File: config.mk
export PLATFORM = sky130hd
export DESIGN_NAME = sdram_arbiter_2p
export DESIGN_NICKNAME = d
export VERILOG_FILES = /design/src/rtl/sdram_arbiter_2p.sv
export SDC_FILE = /design/constraint.sdc
export NUM_CORES = 1
export LEC_CHECK = 0
export CAP_MARGIN = 20
export CORE_MARGIN = 5
export CORE_UTILIZATION = 41
export CTS_BUF_LIST = sky130_fd_sc_hd__clkbuf_16
export CTS_CLUSTER_DIAMETER = 50
export CTS_CLUSTER_SIZE = 25
export DETAILED_ROUTE_END_ITERATION = 16
export PLACE_DENSITY_LB_ADDON = 0.1
export REMOVE_ABC_BUFFERS = 1
export SETUP_SLACK_MARGIN = 0.4
export SYNTH_ARGS = -nofsm -noshare
export SYNTH_HDL_FRONTEND = slang
export SYNTH_SLANG_ARGS = --single-unit
File: constraint.sdc
create_clock -name clk -period 4.3 [get_ports clk]
set_input_delay 0.645 -clock clk [delete_from_list [all_inputs] [get_ports clk]]
set_output_delay 0.645 -clock clk [all_outputs]
set_load 0.02 [all_outputs]
File: src/rtl/sdram_arbiter_2p.sv
// Shares one SDRAM controller between two valid/ready requesters; the grant is registered, so m_valid rises 1 cycle after a request.
// Requests wait while a transfer is in flight plus one GAP cycle; ready returns to the granted port as a single-cycle pulse.
module sdram_arbiter_2p #(
  parameter int PRIORITY = 0,
  parameter int AW       = 25
) (
  input  logic          clk,
  input  logic          rst,
  input  logic [AW-1:0] s0_addr,
  input  logic [31:0]   s0_din,
  input  logic [3:0]    s0_wmask,
  input  logic          s0_valid,
  output logic [31:0]   s0_dout,
  output logic          s0_ready,
  input  logic [AW-1:0] s1_addr,
  input  logic [31:0]   s1_din,
  input  logic [3:0]    s1_wmask,
  input  logic          s1_valid,
  output logic [31:0]   s1_dout,
  output logic          s1_ready,
  output logic [AW-1:0] m_addr,
  output logic [31:0]   m_din,
  output logic [3:0]    m_wmask,
  output logic          m_valid,
  input  logic [31:0]   m_dout,
  input  logic          m_ready,
  output logic          busy
);

  typedef enum logic [1:0] {
    IDLE = 2'd0,
    BUSY = 2'd1,
    GAP  = 2'd2
  } state_t;

  state_t        state, state_nxt;
  logic          grant, grant_nxt;
  logic          last_grant, last_grant_nxt;
  logic [AW-1:0] m_addr_nxt;
  logic [31:0]   m_din_nxt;
  logic [3:0]    m_wmask_nxt;
  logic          m_valid_nxt;
  logic          s0_ready_nxt, s1_ready_nxt;
  logic [31:0]   s0_dout_nxt, s1_dout_nxt;
  logic          req0, req1, winner;

  // A port whose ready is currently pulsing has just been served, not re-requested.
  assign req0 = s0_valid & ~s0_ready;
  assign req1 = s1_valid & ~s1_ready;
  assign busy = (state != IDLE);

  always_comb begin
    if (PRIORITY != 0)
      winner = ~req0;
    else if (req0 & req1)
      winner = ~last_grant;
    else
      winner = req1;
  end

  always_comb begin
    state_nxt      = state;
    grant_nxt      = grant;
    last_grant_nxt = last_grant;
    m_addr_nxt     = m_addr;
    m_din_nxt      = m_din;
    m_wmask_nxt    = m_wmask;
    m_valid_nxt    = m_valid;
    s0_ready_nxt   = 1'b0;
    s1_ready_nxt   = 1'b0;
    s0_dout_nxt    = s0_dout;
    s1_dout_nxt    = s1_dout;
    case (state)
      IDLE: begin
        if (req0 | req1) begin
          m_addr_nxt     = winner ? s1_addr  : s0_addr;
          m_din_nxt      = winner ? s1_din   : s0_din;
          m_wmask_nxt    = winner ? s1_wmask : s0_wmask;
          m_valid_nxt    = 1'b1;
          grant_nxt      = winner;
          last_grant_nxt = winner;
          state_nxt      = BUSY;
        end
      end
      BUSY: begin
        // Request fields stay frozen here; the controller re-samples them across its own states.
        if (m_ready) begin
          m_valid_nxt = 1'b0;
          if (grant) begin
            s1_ready_nxt = 1'b1;
            s1_dout_nxt  = m_dout;
          end else begin
            s0_ready_nxt = 1'b1;
            s0_dout_nxt  = m_dout;
          end
          state_nxt = GAP;
        end
      end
      GAP:     state_nxt = IDLE;
      default: state_nxt = IDLE;
    endcase
  end

  always_ff @(posedge clk) begin
    if (rst) begin
      state      <= IDLE;
      grant      <= 1'b0;
      last_grant <= 1'b1;
      m_addr     <= '0;
      m_din      <= '0;
      m_wmask    <= '0;
      m_valid    <= 1'b0;
      s0_ready   <= 1'b0;
      s1_ready   <= 1'b0;
      s0_dout    <= '0;
      s1_dout    <= '0;
    end else begin
      state      <= state_nxt;
      grant      <= grant_nxt;
      last_grant <= last_grant_nxt;
      m_addr     <= m_addr_nxt;
      m_din      <= m_din_nxt;
      m_wmask    <= m_wmask_nxt;
      m_valid    <= m_valid_nxt;
      s0_ready   <= s0_ready_nxt;
      s1_ready   <= s1_ready_nxt;
      s0_dout    <= s0_dout_nxt;
      s1_dout    <= s1_dout_nxt;
    end
  end

endmodule

== Word-level counts from Yosys, hierarchy flattened ==
Index checks and enable logic that the tools add are counted.
Storage, ports and cells
  register bits: 132
  bits in latches: 0
  memory bits (writable): 0
  ROM bits: 0
  input port bits: 159
  output and inout port bits: 129
  word-level logic and storage cells: 45
  memories: 0
Cells by class
  add/sub/neg operators: 0
  multipliers: 0
  divide/modulo/power cells: 0
  $lt $le $gt $ge: 0
  eq/ne operators: 3
  shift operators: 0
  muxes and demuxes: 12
  bitwise logic cells: 10
  reductions and logical operators: 9
Operators with widths (number)
  $mux 32: 1
  $mux 25: 1
  $reduce_and 3->1: 3
  $not 1->1: 6
  $mux 1: 5
  $mux 2: 2
  $mux 4: 1
  $ne 2x2->1 const B: 2
  $pmux 2 s2: 1
  $reduce_and 2->1: 2
  $reduce_bool 2->1: 2
  $and 1x1->1: 3
  $reduce_or 3->1: 1
  $eq 2x1->1 const B: 1
  $logic_not 2->1: 1
  $pmux 1 s2: 1
  $or 1x1->1: 1

== Depth between registers and ports, before layout ==
  depth after elaboration: 5
  mapped depth: 7
  mapped depth without buffers: 4

== Worst setup path before layout ==
No wires, ideal clock.
  path kind: in2reg
  start point: in s1_valid
  end point: reg m_addr[0]
  library setup time: 91 ps
  arrival time: 1609 ps
  required time: 4209 ps
  setup slack: 2601 ps
  stages: 6
  buffers on the path: 3
  path through: nor2b_2 -> o21ba_4 -> buf_6 -> buf_6 -> buf_2 -> a311oi_1
On the way
  longest elaborated chain between the ends: 4
  elaborated cells between the ends (all ways): 6
  classes of those cells: mux: 2; bitwise: 3; reduce/logical: 1
RTL lines
  start: declaration: line 18  | input logic s1_valid,
  $and 1x1->1 (*): line 49  | assign req1 = s1_valid & ~s1_ready;
  $and 1x1->1: line 55  | else if (req0 & req1)
  $mux 1: line 55
  $mux 25: line 76  | m_addr_nxt = winner ? s1_addr : s0_addr;
  end signal: assignment: line 121  | m_addr <= m_addr_nxt;
  end: declaration: line 21  | output logic [AW-1:0] m_addr,
Every way passes the cells marked *; elsewhere a longest branch is shown, timed or not.
A chain may end at the register's enable or synchronous reset.

== Final worst setup path ==
  start point: in s1_valid
  end point: reg m_din[16]
On the way
  longest elaborated chain between the ends: 4
  elaborated cells between the ends (all ways): 6
  classes of those cells: mux: 2; bitwise: 3; reduce/logical: 1
RTL lines
  $and 1x1->1 (*): line 49
  $and 1x1->1: line 55
  $mux 1: line 55
  $mux 32: line 77  | m_din_nxt = winner ? s1_din : s0_din;
  end signal: assignment: line 122  | m_din <= m_din_nxt;
  end: declaration: line 22  | output logic [31:0] m_din,
Marks and branches as above.

==> flow_summary.json <==
{
  "ir_worst_vdd_v": 0.000212,
  "worstMarginPinSlew_ps": 1030,
  "max_cap_violations": 0,
  "synth_compound_area_share_pct": 17.4,
  "pwr-share-comb_pct": 21.9,
  "drt_iter0_markers": 410,
  "maxSlewHeadroom_pct": 31.3,
  "power_density_nw_per_um2": 403,
  "fin_worst_skew_ps": 10.4,
  "yosys.area_share.simple_pct": 24.9,
  "routabilityCongestion": 0.818,
  "syn_area_per_cell_um2": 7.89,
  "power_uw": 3440,
  "cts-root-buf": "clkbuf_16",
  "dieArea_um2": 14800,
  "worstHoldStart": "s1_dout[2]$_SDFFE_PP0P_",
  "numCtsBuffers": 17,
  "fp-row-count": 40,
  "leakagePower_uw": 0.00313,
  "clk_latency_ps": 410,
  "crit_fanout": 62,
  "hold_depth": 2,
  "max_freq_ghz": 0.417,
  "fin_hold_ws_ps": 451,
  "floorplan.initialDensity_pct": 42.3,
  "synth_top_family_by_area": "simple AND/OR/NAND/NOR gates",
  "slew_violations": 0,
  "grt_max_degree": 98,
  "syn_inst": 649,
  "yosysSeqAreaShare_pct": 51.6,
  "ys_seq_elements": 132,
  "vias_per_cell": 4.98,
  "synth_xor_area_share_pct": 0,
  "required_ps": 4610,
  "switchingPower_uw": 962,
  "grt.total_usage_pct": 23.1,
  "clk_pin_slew_ps": 60,
  "route.vias.total": 5410,
  "clockBufferDepth": 2,
  "synth.mux.area_fraction_pct": 0.196,
  "swShare_pct": 28.0,
  "r2r_start": "state[1]$_SDFFE_PP0P_",
  "wirelength_mm": 17.5,
  "cts_sinks": 132,
  "coreArea_um2": 12100,
  "grt_pass1_vias": 5338,
  "slowest_delay_ps": 670,
  "drt_pass1_iterations": 4,
  "drc": 0,
  "status": "completed",
  "post-route-util_pct": 70.6,
  "ioPinCount": 288,
  "path_buf_inv": 2,
  "p_clk_share_pct": 38.2,
  "r2r_slack_ps": 2160,
  "worstHoldEndpoint": "s1_dout[2]$_SDFFE_PP0P_",
  "critPathLaunchType": "input pin",
  "critical-path-top-delay-family": "compound AO/OA/AOI/OAI gates",
  "fin_crit_ps": 2400,
  "synth_cell_types": 22,
  "tritoncts": "done",
  "layout-drive-gt1-share_pct": 5.01,
  "area_growth_pct": 67.0,
  "cts_resized": 0,
  "rsz0062_at_grt": "false",
  "finalHoldViolCount": 0,
  "crit_path_top_delay_cell": "o21ba_4",
  "dieHeight_um": 122,
  "cts_setup_buffers": 0,
  "place_ws_ps": 1510,
  "p_int_uw": 2480,
  "worstRegToRegCells": 5,
  "io_buffers": 287,
  "antenna_found_initial": 0,
  "endpoint_kind": "flip-flop",
  "yosysWarnings": 0,
  "diodes": 0,
  "syn-cell-area_um2": 5120,
  "crit_chain": "clkdlybuf4s50_1, nor2b_2, o21ba_4, buf_4, nor2_1, a311oi_1",
  "timing.rr.end": "m_din[16]$_SDFFE_PP0P_",
  "detail-route-antenna-nets": 0,
  "hp-class": "flip-flop to flip-flop",
  "final-setup-viol-count": 0,
  "post_drt_wl_per_cell_um": 16.1,
  "worst_ep_arrival_time_ps": 2700,
  "gr-total-overflow": 0,
  "crit_type": "input pin to flip-flop",
  "fin_nets": 1066,
  "synth_fa_ha_area_share_pct": 0,
  "cts_hold_buf": 0,
  "h-tree-depth": 4,
  "fin_ws_ps": 1900,
  "fp.dieW_um": 122,
  "post-route-period-util_pct": 55.7,
  "grt_pass1_wl_mm": 27.2,
  "setup_tns_ps": 0,
  "dp_hpwl_mm": 12.7,
  "p_seq_share_pct": 39.8
}
Yosys cell counts:
cell        n  area share [%]
a211o_1     1            0.17
a21oi_1    65             6.4
a311oi_1   60              10
a311oi_2    1            0.29
and2_1      1            0.12
buf_2      20             2.0
buf_4       1            0.15
buf_6       8             1.8
clkbuf_1   27             2.0
dfxtp_1   132              52
inv_1       1           0.073
mux2i_1     1            0.20
nand2_1   251              18
nand2b_1    1            0.12
nand3b_1    2            0.29
nor2_1     70             5.1
nor2b_1     2            0.24
nor2b_2     1            0.17
nor3b_1     1            0.15
o21ba_4     1            0.32
or2_1       1            0.12
or2_2       1            0.12
cells in the final DEF, fill, tap and decap left out, types with 3 or more instances in the layout:
master,count
a21oi_1,65
a311oi_1,60
buf_12,3
buf_4,6
clkbuf_16,17
clkdlybuf4s50_1,286
clkinv_2,3
clkinvlp_4,6
dfxtp_1,132
nand2_1,250
nor2_1,68
power groups by stage:
stage,combinational (uW),clock [uW],sequential (uW)
floorplan,214,0,1500
global placement,744,0,1390
detailed placement,759,0,1390
CTS,763,1340,1370
global route,816,1400,1380
finish,755,1320,1370
worst register-to-register path: stages, from the launching register on:
cell	delay, ps
dfxtp_1	310
or2_1	250
o21ba_4	730
buf_4	410
nor2_1	80
a311oi_1	260
stage by stage:
step	instance area [um^2]	std cells
floorplan	4820	593
global placement	7970	1054
detailed placement	8010	1056
CTS	8550	1087
global route	8550	1087
finish	8550	1087
area by class of cell:
type	instances	area [um^2]
Fill cell	994	3560
Multi-Input combinational cell	460	2180
Clock inverter	14	115
Inverter	1	3.75
Sequential cell	132	2640
Clock buffer	17	425
Tap cell	168	210
Timing Repair Buffer	295	2970
state kept, by name, summed over array words and instances (netlist names), 2 cells and up:
register  count
s1_dout      32
m_din        32
m_wmask       4
state         2
m_addr       25
s0_dout      32
how the worst max path moves through the flow:
stage                  start                 endpoint  slack [ps]  cells past startpoint
finish              s1_valid   m_din[16]$_SDFFE_PP0P_        1900                      6
global route        s1_valid    m_din[6]$_SDFFE_PP0P_        1700                      6
CTS                 s1_valid   m_din[16]$_SDFFE_PP0P_        1920                      6
detailed placement  s1_valid  m_addr[23]$_SDFFE_PP0P_        1510                      6
global placement    s1_valid    m_din[3]$_SDFFE_PP0P_        1450                      5
floorplan           s1_valid    m_din[3]$_SDFFE_PP0P_        1860                      4
kinds of logic (layout without fill, tap and decap cells):
family	Yosys count	count (layout)
DFF	132	132
buffers and inverters	57	327
muxes	1	1
and+or+nand+nor	331	331
AOI/OAI and AO/OA	128	128
routing by layer:
layer | wire length (um) | GRT usage (%) | share of wire, % | up-vias
met1 | 6430 | 25.4 | 37 | 2453
met2 | 8510 | 38.7 | 49 | 229
li1 | - | - | - | 2686
met4 | 575 | 9.66 | 3.3 | 0
met5 | 0 | 0 | 0 | -
met3 | 1940 | 10.4 | 11 | 42
No activity file was read; power rests on OpenSTA's default activity.
